===== config.mk =====
export PLATFORM = sky130hd
export DESIGN_NAME = trap_sequencer
export DESIGN_NICKNAME = d
export VERILOG_FILES = /design/src/rtl/trap_sequencer_pkg.sv /design/src/rtl/trap_irq_sel.sv /design/src/rtl/trap_sequencer.sv
export SDC_FILE = /design/constraint.sdc
export NUM_CORES = 1
export LEC_CHECK = 0
export BUFFER_PORTS_ARGS = -buffer_cell sky130_fd_sc_hd__buf_2
export CORE_UTILIZATION = 35
export CTS_CLUSTER_SIZE = 40
export DETAILED_ROUTE_END_ITERATION = 12
export SLEW_MARGIN = 40
export SYNTH_ARGS = -nofsm -noshare
export SYNTH_HDL_FRONTEND = slang
export SYNTH_SLANG_ARGS = --single-unit
export TNS_END_PERCENT = 1

===== constraint.sdc =====
create_clock -name clk -period 5.8 [get_ports clk]
set_clock_uncertainty 0.15 [all_clocks]
set_input_delay 0 -clock clk [delete_from_list [all_inputs] [get_ports clk]]
set_output_delay 0 -clock clk [all_outputs]
set_load 0.02 [all_outputs]

===== src/rtl/trap_sequencer_pkg.sv =====
// Shared definitions for the trap/xRET sequencer: state encoding, privilege
// levels, CSR addresses, cause codes, mstatus field positions, interrupt
// priority order and the mstatus update helpers.
package trap_sequencer_pkg;

    // FSM state encoding
    localparam logic [2:0] ST_IDLE     = 3'd0;
    localparam logic [2:0] ST_W_EPC    = 3'd1;
    localparam logic [2:0] ST_W_CAUSE  = 3'd2;
    localparam logic [2:0] ST_W_TVAL   = 3'd3;
    localparam logic [2:0] ST_W_STATUS = 3'd4;
    localparam logic [2:0] ST_REDIRECT = 3'd5;

    // Privilege levels
    typedef enum logic [1:0] {
        PRIV_U = 2'd0,
        PRIV_S = 2'd1,
        PRIV_M = 2'd3
    } priv_e;

    // CSR addresses touched by the sequencer
    localparam logic [11:0] CSR_MSTATUS = 12'h300;
    localparam logic [11:0] CSR_MEPC    = 12'h341;
    localparam logic [11:0] CSR_MCAUSE  = 12'h342;
    localparam logic [11:0] CSR_MTVAL   = 12'h343;
    localparam logic [11:0] CSR_SEPC    = 12'h141;
    localparam logic [11:0] CSR_SCAUSE  = 12'h142;
    localparam logic [11:0] CSR_STVAL   = 12'h143;

    // Exception cause used when an xRET is not permitted
    localparam logic [3:0] CAUSE_ILLEGAL_INSTR = 4'd2;

    // mstatus bit positions
    localparam int MS_SIE    = 1;
    localparam int MS_MIE    = 3;
    localparam int MS_SPIE   = 5;
    localparam int MS_MPIE   = 7;
    localparam int MS_SPP    = 8;
    localparam int MS_MPP_LO = 11;
    localparam int MS_MPP_HI = 12;

    // Interrupt priority, highest first: MEI, MSI, MTI, SEI, SSI, STI
    localparam int IRQ_COUNT = 6;
    localparam logic [3:0] IRQ_PRIO [IRQ_COUNT] = '{4'd11, 4'd3, 4'd7, 4'd9, 4'd1, 4'd5};

    // Low half of mstatus after trap entry into M (to_s=0) or S (to_s=1)
    function automatic logic [15:0] mstatus_trap(input logic [15:0] st,
                                                 input logic        to_s,
                                                 input logic [1:0]  mode);
        logic [15:0] r;
        r = st;
        if (to_s) begin
            r[MS_SPIE] = st[MS_SIE];
            r[MS_SIE]  = 1'b0;
            r[MS_SPP]  = mode[0];
        end else begin
            r[MS_MPIE]              = st[MS_MIE];
            r[MS_MIE]               = 1'b0;
            r[MS_MPP_HI:MS_MPP_LO]  = mode;
        end
        return r;
    endfunction

    // Low half of mstatus after a legal MRET (is_mret=1) or SRET
    function automatic logic [15:0] mstatus_xret(input logic [15:0] st,
                                                 input logic        is_mret);
        logic [15:0] r;
        r = st;
        if (is_mret) begin
            r[MS_MIE]              = st[MS_MPIE];
            r[MS_MPIE]             = 1'b1;
            r[MS_MPP_HI:MS_MPP_LO] = 2'b00;
        end else begin
            r[MS_SIE]  = st[MS_SPIE];
            r[MS_SPIE] = 1'b1;
            r[MS_SPP]  = 1'b0;
        end
        return r;
    endfunction

endpackage


===== src/rtl/trap_irq_sel.sv =====
// Picks the highest-priority pending, enabled interrupt and the privilege
// level that will service it. Purely combinational.
module trap_irq_sel
    import trap_sequencer_pkg::*;
(
    input  logic [15:0] mip,
    input  logic [15:0] mie,
    input  logic [15:0] mideleg,
    input  logic        mstatus_mie,
    input  logic        mstatus_sie,
    input  logic [1:0]  cur_mode,
    output logic        valid,
    output logic [3:0]  code,
    output logic [1:0]  target
);

    logic        m_ok_s;
    logic        s_ok_s;
    logic [15:0] en_s;

    // Filter pending bits by their per-level global enable, then scan lowest to highest priority so the top one wins
    always_comb begin
        m_ok_s = (cur_mode != PRIV_M) | mstatus_mie;
        s_ok_s = (cur_mode == PRIV_U) | ((cur_mode == PRIV_S) & mstatus_sie);
        en_s   = (mip & mie) & ((mideleg & {16{s_ok_s}}) | (~mideleg & {16{m_ok_s}}));
        valid  = 1'b0;
        code   = 4'd0;
        target = PRIV_M;
        for (int i = IRQ_COUNT - 1; i >= 0; i--) begin
            if (en_s[IRQ_PRIO[i]]) begin
                valid  = 1'b1;
                code   = IRQ_PRIO[i];
                target = mideleg[IRQ_PRIO[i]] ? PRIV_S : PRIV_M;
            end else begin
            end
        end
    end

endmodule


===== src/rtl/trap_sequencer.sv =====
// Trap/xRET controller: accepts one exception, interrupt or xRET at a time,
// writes the trap CSRs through the shared CSR write port and finishes with a
// one-cycle fetch redirect and privilege change.
module trap_sequencer
    import trap_sequencer_pkg::*;
#(
    parameter int XLEN = 32
) (
    input  logic            clk,
    input  logic            rst_n,
    input  logic            exc_valid,
    input  logic [3:0]      exc_code,
    input  logic [XLEN-1:0] exc_tval,
    input  logic            xret_valid,
    input  logic            xret_is_mret,
    input  logic            int_window,
    input  logic [XLEN-1:0] epc,
    input  logic [1:0]      cur_mode,
    input  logic [XLEN-1:0] mstatus,
    input  logic [XLEN-1:0] mtvec,
    input  logic [XLEN-1:0] stvec,
    input  logic [XLEN-1:0] mepc,
    input  logic [XLEN-1:0] sepc,
    input  logic [15:0]     medeleg,
    input  logic [15:0]     mideleg,
    input  logic [15:0]     mip,
    input  logic [15:0]     mie,
    output logic            ev_ack,
    output logic            busy,
    output logic            csr_wen,
    output logic [11:0]     csr_waddr,
    output logic [XLEN-1:0] csr_wdata,
    input  logic            csr_wready,
    output logic            redirect_valid,
    output logic [XLEN-1:0] redirect_pc,
    output logic [1:0]      next_mode
);

    logic [2:0]      state_r, state_nx_s;
    logic            busy_r;
    logic            csr_wen_r, wen_nx_s;
    logic [11:0]     csr_waddr_r, waddr_nx_s;
    logic [XLEN-1:0] csr_wdata_r, wdata_nx_s;
    logic            redirect_valid_r, rv_nx_s;
    logic [XLEN-1:0] redirect_pc_r, rpc_nx_s;
    logic [1:0]      next_mode_r, mode_nx_s;

    // Event snapshot taken at acceptance
    logic            tgt_s_r;
    logic [XLEN-1:0] cause_r, tval_r, status_r, rpc_r;
    logic [1:0]      nmode_r;

    logic            irq_valid_s;
    logic [3:0]      irq_code_s;
    logic [1:0]      irq_target_s;

    logic            xret_illegal_s, any_event_s, accept_s, grant_s;
    logic            acc_xret_s, acc_irq_s, acc_tgt_s_s;
    logic [3:0]      acc_code_s;
    logic [XLEN-1:0] acc_tval_s, acc_cause_s, acc_status_s, acc_rpc_s, acc_tvec_s;
    logic [1:0]      acc_mode_s;

    trap_irq_sel u_irq_sel (
        .mip         (mip),
        .mie         (mie),
        .mideleg     (mideleg),
        .mstatus_mie (mstatus[MS_MIE]),
        .mstatus_sie (mstatus[MS_SIE]),
        .cur_mode    (cur_mode),
        .valid       (irq_valid_s),
        .code        (irq_code_s),
        .target      (irq_target_s)
    );

    // Classify the incoming event by priority and compute everything the sequence will need
    always_comb begin
        acc_xret_s   = 1'b0;
        acc_irq_s    = 1'b0;
        acc_tgt_s_s  = 1'b0;
        acc_code_s   = 4'd0;
        acc_tval_s   = {XLEN{1'b0}};
        xret_illegal_s = xret_is_mret ? (cur_mode != PRIV_M) : (cur_mode == PRIV_U);
        any_event_s  = exc_valid | xret_valid | (int_window & irq_valid_s);
        accept_s     = (state_r == ST_IDLE) & any_event_s;
        grant_s      = csr_wen_r & csr_wready;

        if (exc_valid) begin
            acc_code_s  = exc_code;
            acc_tval_s  = exc_tval;
            acc_tgt_s_s = (cur_mode != PRIV_M) & medeleg[exc_code];
        end else if (xret_valid & xret_illegal_s) begin
            acc_code_s  = CAUSE_ILLEGAL_INSTR;
            acc_tgt_s_s = (cur_mode != PRIV_M) & medeleg[CAUSE_ILLEGAL_INSTR];
        end else if (xret_valid) begin
            acc_xret_s  = 1'b1;
        end else if (int_window & irq_valid_s) begin
            acc_irq_s   = 1'b1;
            acc_code_s  = irq_code_s;
            acc_tgt_s_s = (irq_target_s == PRIV_S);
        end else begin
            acc_code_s  = 4'd0;
        end

        if (acc_irq_s) begin
            acc_cause_s = {1'b1, {(XLEN-5){1'b0}}, acc_code_s};
        end else begin
            acc_cause_s = {{(XLEN-4){1'b0}}, acc_code_s};
        end

        acc_tvec_s = acc_tgt_s_s ? stvec : mtvec;

        if (acc_xret_s) begin
            acc_status_s = {mstatus[XLEN-1:16], mstatus_xret(mstatus[15:0], xret_is_mret)};
            if (xret_is_mret) begin
                acc_rpc_s  = mepc;
                acc_mode_s = mstatus[MS_MPP_HI:MS_MPP_LO];
            end else begin
                acc_rpc_s  = sepc;
                acc_mode_s = {1'b0, mstatus[MS_SPP]};
            end
        end else begin
            acc_status_s = {mstatus[XLEN-1:16], mstatus_trap(mstatus[15:0], acc_tgt_s_s, cur_mode)};
            acc_mode_s   = acc_tgt_s_s ? PRIV_S : PRIV_M;
            if (acc_irq_s & (acc_tvec_s[1:0] == 2'b01)) begin
                acc_rpc_s = {acc_tvec_s[XLEN-1:2], 2'b00} + {{(XLEN-6){1'b0}}, acc_code_s, 2'b00};
            end else begin
                acc_rpc_s = {acc_tvec_s[XLEN-1:2], 2'b00};
            end
        end
    end

    assign ev_ack = accept_s;

    // Next state and next registered outputs; CSR write outputs hold until the port grants
    always_comb begin
        state_nx_s = state_r;
        wen_nx_s   = csr_wen_r;
        waddr_nx_s = csr_waddr_r;
        wdata_nx_s = csr_wdata_r;
        rv_nx_s    = 1'b0;
        rpc_nx_s   = {XLEN{1'b0}};
        mode_nx_s  = 2'b00;
        case (state_r)
            ST_IDLE: begin
                if (accept_s & acc_xret_s) begin
                    state_nx_s = ST_W_STATUS;
                    wen_nx_s   = 1'b1;
                    waddr_nx_s = CSR_MSTATUS;
                    wdata_nx_s = acc_status_s;
                end else if (accept_s) begin
                    state_nx_s = ST_W_EPC;
                    wen_nx_s   = 1'b1;
                    waddr_nx_s = acc_tgt_s_s ? CSR_SEPC : CSR_MEPC;
                    wdata_nx_s = epc;
                end else begin
                    wen_nx_s   = 1'b0;
                    waddr_nx_s = 12'h000;
                    wdata_nx_s = {XLEN{1'b0}};
                end
            end
            ST_W_EPC: begin
                if (grant_s) begin
                    state_nx_s = ST_W_CAUSE;
                    waddr_nx_s = tgt_s_r ? CSR_SCAUSE : CSR_MCAUSE;
                    wdata_nx_s = cause_r;
                end else begin
                    state_nx_s = ST_W_EPC;
                end
            end
            ST_W_CAUSE: begin
                if (grant_s) begin
                    state_nx_s = ST_W_TVAL;
                    waddr_nx_s = tgt_s_r ? CSR_STVAL : CSR_MTVAL;
                    wdata_nx_s = tval_r;
                end else begin
                    state_nx_s = ST_W_CAUSE;
                end
            end
            ST_W_TVAL: begin
                if (grant_s) begin
                    state_nx_s = ST_W_STATUS;
                    waddr_nx_s = CSR_MSTATUS;
                    wdata_nx_s = status_r;
                end else begin
                    state_nx_s = ST_W_TVAL;
                end
            end
            ST_W_STATUS: begin
                if (grant_s) begin
                    state_nx_s = ST_REDIRECT;
                    wen_nx_s   = 1'b0;
                    waddr_nx_s = 12'h000;
                    wdata_nx_s = {XLEN{1'b0}};
                    rv_nx_s    = 1'b1;
                    rpc_nx_s   = rpc_r;
                    mode_nx_s  = nmode_r;
                end else begin
                    state_nx_s = ST_W_STATUS;
                end
            end
            ST_REDIRECT: begin
                state_nx_s = ST_IDLE;
            end
            default: begin
                state_nx_s = ST_IDLE;
                wen_nx_s   = 1'b0;
                waddr_nx_s = 12'h000;
                wdata_nx_s = {XLEN{1'b0}};
            end
        endcase
    end

    // State and registered outputs
    always_ff @(posedge clk or negedge rst_n) begin
        if (!rst_n) begin
            state_r          <= ST_IDLE;
            busy_r           <= 1'b0;
            csr_wen_r        <= 1'b0;
            csr_waddr_r      <= 12'h000;
            csr_wdata_r      <= {XLEN{1'b0}};
            redirect_valid_r <= 1'b0;
            redirect_pc_r    <= {XLEN{1'b0}};
            next_mode_r      <= 2'b00;
        end else begin
            state_r          <= state_nx_s;
            busy_r           <= (state_nx_s != ST_IDLE);
            csr_wen_r        <= wen_nx_s;
            csr_waddr_r      <= waddr_nx_s;
            csr_wdata_r      <= wdata_nx_s;
            redirect_valid_r <= rv_nx_s;
            redirect_pc_r    <= rpc_nx_s;
            next_mode_r      <= mode_nx_s;
        end
    end

    // Snapshot of the accepted event so later CSR input changes cannot disturb the sequence
    always_ff @(posedge clk or negedge rst_n) begin
        if (!rst_n) begin
            tgt_s_r  <= 1'b0;
            cause_r  <= {XLEN{1'b0}};
            tval_r   <= {XLEN{1'b0}};
            status_r <= {XLEN{1'b0}};
            rpc_r    <= {XLEN{1'b0}};
            nmode_r  <= 2'b00;
        end else if (accept_s) begin
            tgt_s_r  <= acc_tgt_s_s;
            cause_r  <= acc_cause_s;
            tval_r   <= acc_irq_s ? {XLEN{1'b0}} : acc_tval_s;
            status_r <= acc_status_s;
            rpc_r    <= acc_rpc_s;
            nmode_r  <= acc_mode_s;
        end else begin
            tgt_s_r  <= tgt_s_r;
        end
    end

    assign busy           = busy_r;
    assign csr_wen        = csr_wen_r;
    assign csr_waddr      = csr_waddr_r;
    assign csr_wdata      = csr_wdata_r;
    assign redirect_valid = redirect_valid_r;
    assign redirect_pc    = redirect_pc_r;
    assign next_mode      = next_mode_r;

endmodule


==> metrics.cfg <==
[die]
die_area_um2 = 30100
fp.dieH_um = 174
start_util = 0.357
core-area_um2 = 28900
ioPinCount = 383
std_cell_rows = 62
die_w_um = 174

[cells_and_area]
drive_above_1_share = 0.251
design_area_um2 = 15400
area_growth_pct = 49.5
nets = 2032

[synth]
synthFlopType = dfrtp_1
synthTopCellsByArea = dfrtp_1 44%, nand2_1 10%, a221oi_1 3.8%
syn_area_um2 = 10300
async_flop_share = 1.00
ys_ff_latch = 181
yosys_warnings = 0
yosys.area.top_type = dfrtp_1
synth_seq_area_share = 0.440
synth_top_area_share = 0.440
syn_inst = 1192
synth_edf_count = 0
syn-mean-instance-area_um2 = 8.64
ys_types = 74

[setup_path]
cp_num_cells = 20
r2r_start = state_r[1]$_DFF_PN0_
path_buf_inv = 5
worstPathRequired_ns = 6.03
cp-end-kind = flip-flop
worst_ep_arrival_time_ns = 5.61
worstPathMaxFanout = 10
crit_path_top_delay_cell = dlygate4sd3_1
max_stage_delay_ns = 0.59
startpoint_type = primary input
crit_chain = dlygate4sd3_1, buf_2, mux4_2, mux2_2, nand3_1, and2_1, nor2_4, mux2_2, ha_1, inv_1, fa_1, nor2b_1, o21ai_0, nor2b_1, nor3_4, nand4_1, xor2_1, dlygate4sd3_1, o211ai_1, dlygate4sd3_1
cp-startpoint = exc_code[0]
criticalPathCategory = in2reg
crit_path_frequent_cell = dlygate4sd3_1
r2r_cells = 9
r2r-end = rpc_r[17]$_DFFE_PN0P_
ff2ff_setup_slack_ns = 1.94
crit_family = buffers and inverters
crit_path_end = rpc_r[30]$_DFFE_PN0P_

[run]
cap_viol_max_count = 0

[detailed_routing]
drtPass1Iterations = 5
ant_nets = 0
drc_errors = 0
post_drt_wl_per_cell_um = 19.0
viasPerCell = 5.39
wirelength_um = 40400
first_iter_violations = 1066
vias = 11500

[sta]
relSlewSlack = 0.394
hold_violations = 0
period_needed_ns = 5.38
setup_violations = 0
maxSlewViolCount = 0
worst_slack_ns = 0.417
rsz0062_at_grt = no
worst_pin_slew_ns = 0.886
tns_ns = 0
period_share = 0.928
max_freq_ghz = 0.186
hold-worst-slack_ns = 0.00618

[clocking]
cts_made_buffers = 17
cts_tree = yes
cts.sinks = 181
cts.clk_slew.worst_paths_ns = 0.07
h-tree-depth = 4
cts.path.max_buffers = 2
clk_latency_ns = 0.44
cts-root-buf = clkbuf_16

[placed_design]
place.gp.congestion = 0.912
pre_cts_ws_ns = 0.870
placed_cell_area_um2 = 12400
dp_hpwl_um = 26900
io_buffers = 345

[power_and_ir_drop]
p_leak_nw = 7.35
p_per_area_nw_per_um2 = 390
p_total_mw = 6.00
irDropWorstVdd_mv = 0.416

[global_routing]
overflow = 0
grt_pass1_vias = 11400
grt_start_max_net_pins = 114
antenna_found_initial = 6
grt_pass1_wl_um = 63100
grt_usage = 0.269

[hold_path]
worstHoldPathType = in2reg

[outcome]
outcome = finished clean

==> worst register-to-register path: stages, from the launching register on <==
cell and delay [ns]:
dfrtp_2 0.60, or2_2 0.46, nor2_4 0.14, nand2_4 0.24, buf_12 0.34, a221oi_1 0.42, dlygate4sd3_1 0.64, o2bb2ai_1 0.13
a21oi_1 0.05, dlygate4sd3_1 0.55
==> what timing repair did <==
action / in CTS / in global routing
buffers inserted: 0 / 1
setup endpoints to repair: 0 / 4
gates resized for setup: 0 / 3
hold endpoints to repair: 205 / 1
hold buffers: 233 / 1
==> synthesized netlist by cell type, drive strengths merged (7+ instances only) <==
| library cell | n |
|---|---|
| nor2 | 62 |
| o21ai | 71 |
| a211oi | 10 |
| and3 | 16 |
| a221oi | 45 |
| a22o | 7 |
| inv | 16 |
| and4 | 10 |
| a221o | 7 |
| nand4 | 8 |
| nor4 | 7 |
| mux2i | 36 |
| xnor2 | 14 |
| a31oi | 21 |
| o31ai | 7 |
| clkbuf | 62 |
| a21oi | 54 |
| nor2b | 13 |
| nor3 | 12 |
| nand3b | 9 |
| nand3 | 60 |
| xor2 | 11 |
| o22ai | 16 |
| mux2 | 9 |
| and2 | 41 |
| nand2 | 278 |
| buf | 25 |
| a222oi | 8 |
| dfrtp | 181 |
| a21o | 7 |
==> sequential cells by signal, summed over array words and instances (netlist names), 2 cells and up <==
register,flops
csr_wdata,32
redirect_pc,32
rpc_r,32
status_r,32
tval_r,32
cause_r,5
csr_waddr,5
state_r,3
next_mode,2
nmode_r,2
==> cell families (layout without fill, tap and decap cells) <==
kind of cell / after synthesis / in the layout / share of synthesized area
other cells: 1 / 12 / 0.000364
mux: 48 / 48 / 0.0514
flops: 181 / 181 / 0.440
xor+xnor: 25 / 25 / 0.0213
fa+ha+maj: 5 / 5 / 0.00681
simple gates: 538 / 538 / 0.243
compound gates: 290 / 290 / 0.195
buf+inv: 104 / 644 / 0.0427
==> per-stage QoR <==
| step | util | std cells |
|---|---|---|
| after floorplan | - | 1198 |
| after global placement | 0.428 | 1856 |
| after detailed placement | 0.428 | 1856 |
| after CTS | 0.532 | 2120 |
| after global routing | 0.534 | 2127 |
| final | 0.534 | 2127 |
==> where the power goes <==
group          switching [mW]  leakage [nW]  internal [mW]  total (mW)
clock network           0.540         0.315          0.753        1.29
logic                    1.54          4.73           1.16        2.70
registers               0.295          2.31           1.71        2.01
==> final cells by class <==
type	count	area, um2
fill	2683	13500
multi-input combinational	913	5440
sequential	181	4530
timing repair buffer	596	4220
tap	384	480
clock buffer	19	453
clock inverter	12	195
inverter	17	63.8
antenna	5	12.5
==> routing by layer <==
metal,wire (um),track usage,up-vias
met3,2980,0.0454,97
met4,1270,0.113,2
met5,10,0,-
met2,18500,0.419,548
met1,17700,0.370,5456
li1,-,-,5351
==> cells in the final DEF (no fill, tap or decap), types with 17 or more instances in the layout <==
master	n
dfrtp_1	179
a21oi_1	53
dlygate4sd3_1	234
and2_1	40
nor2_1	57
mux2i_1	36
nand2_1	276
a221oi_1	44
nand3_1	60
buf_2	343
a31oi_1	21
clkbuf_16	17
o21ai_0	67
==> how the worst min path moves through the flow <==
stage                        start                         to  slack [ns]  cells past startpoint
after floorplan              rst_n             busy$_DFF_PN0_       -0.45                      0
after global placement       rst_n  redirect_pc[22]$_DFF_PN0_       -0.11                      1
after detailed placement     rst_n  redirect_pc[22]$_DFF_PN0_       -0.11                      1
after CTS                 stvec[4]       rpc_r[4]$_DFFE_PN0P_        0.01                      5
after global routing      stvec[4]       rpc_r[4]$_DFFE_PN0P_        0.08                      5
final                     stvec[4]       rpc_r[4]$_DFFE_PN0P_       0.006                      5
Power figures use the tool's default switching activity.
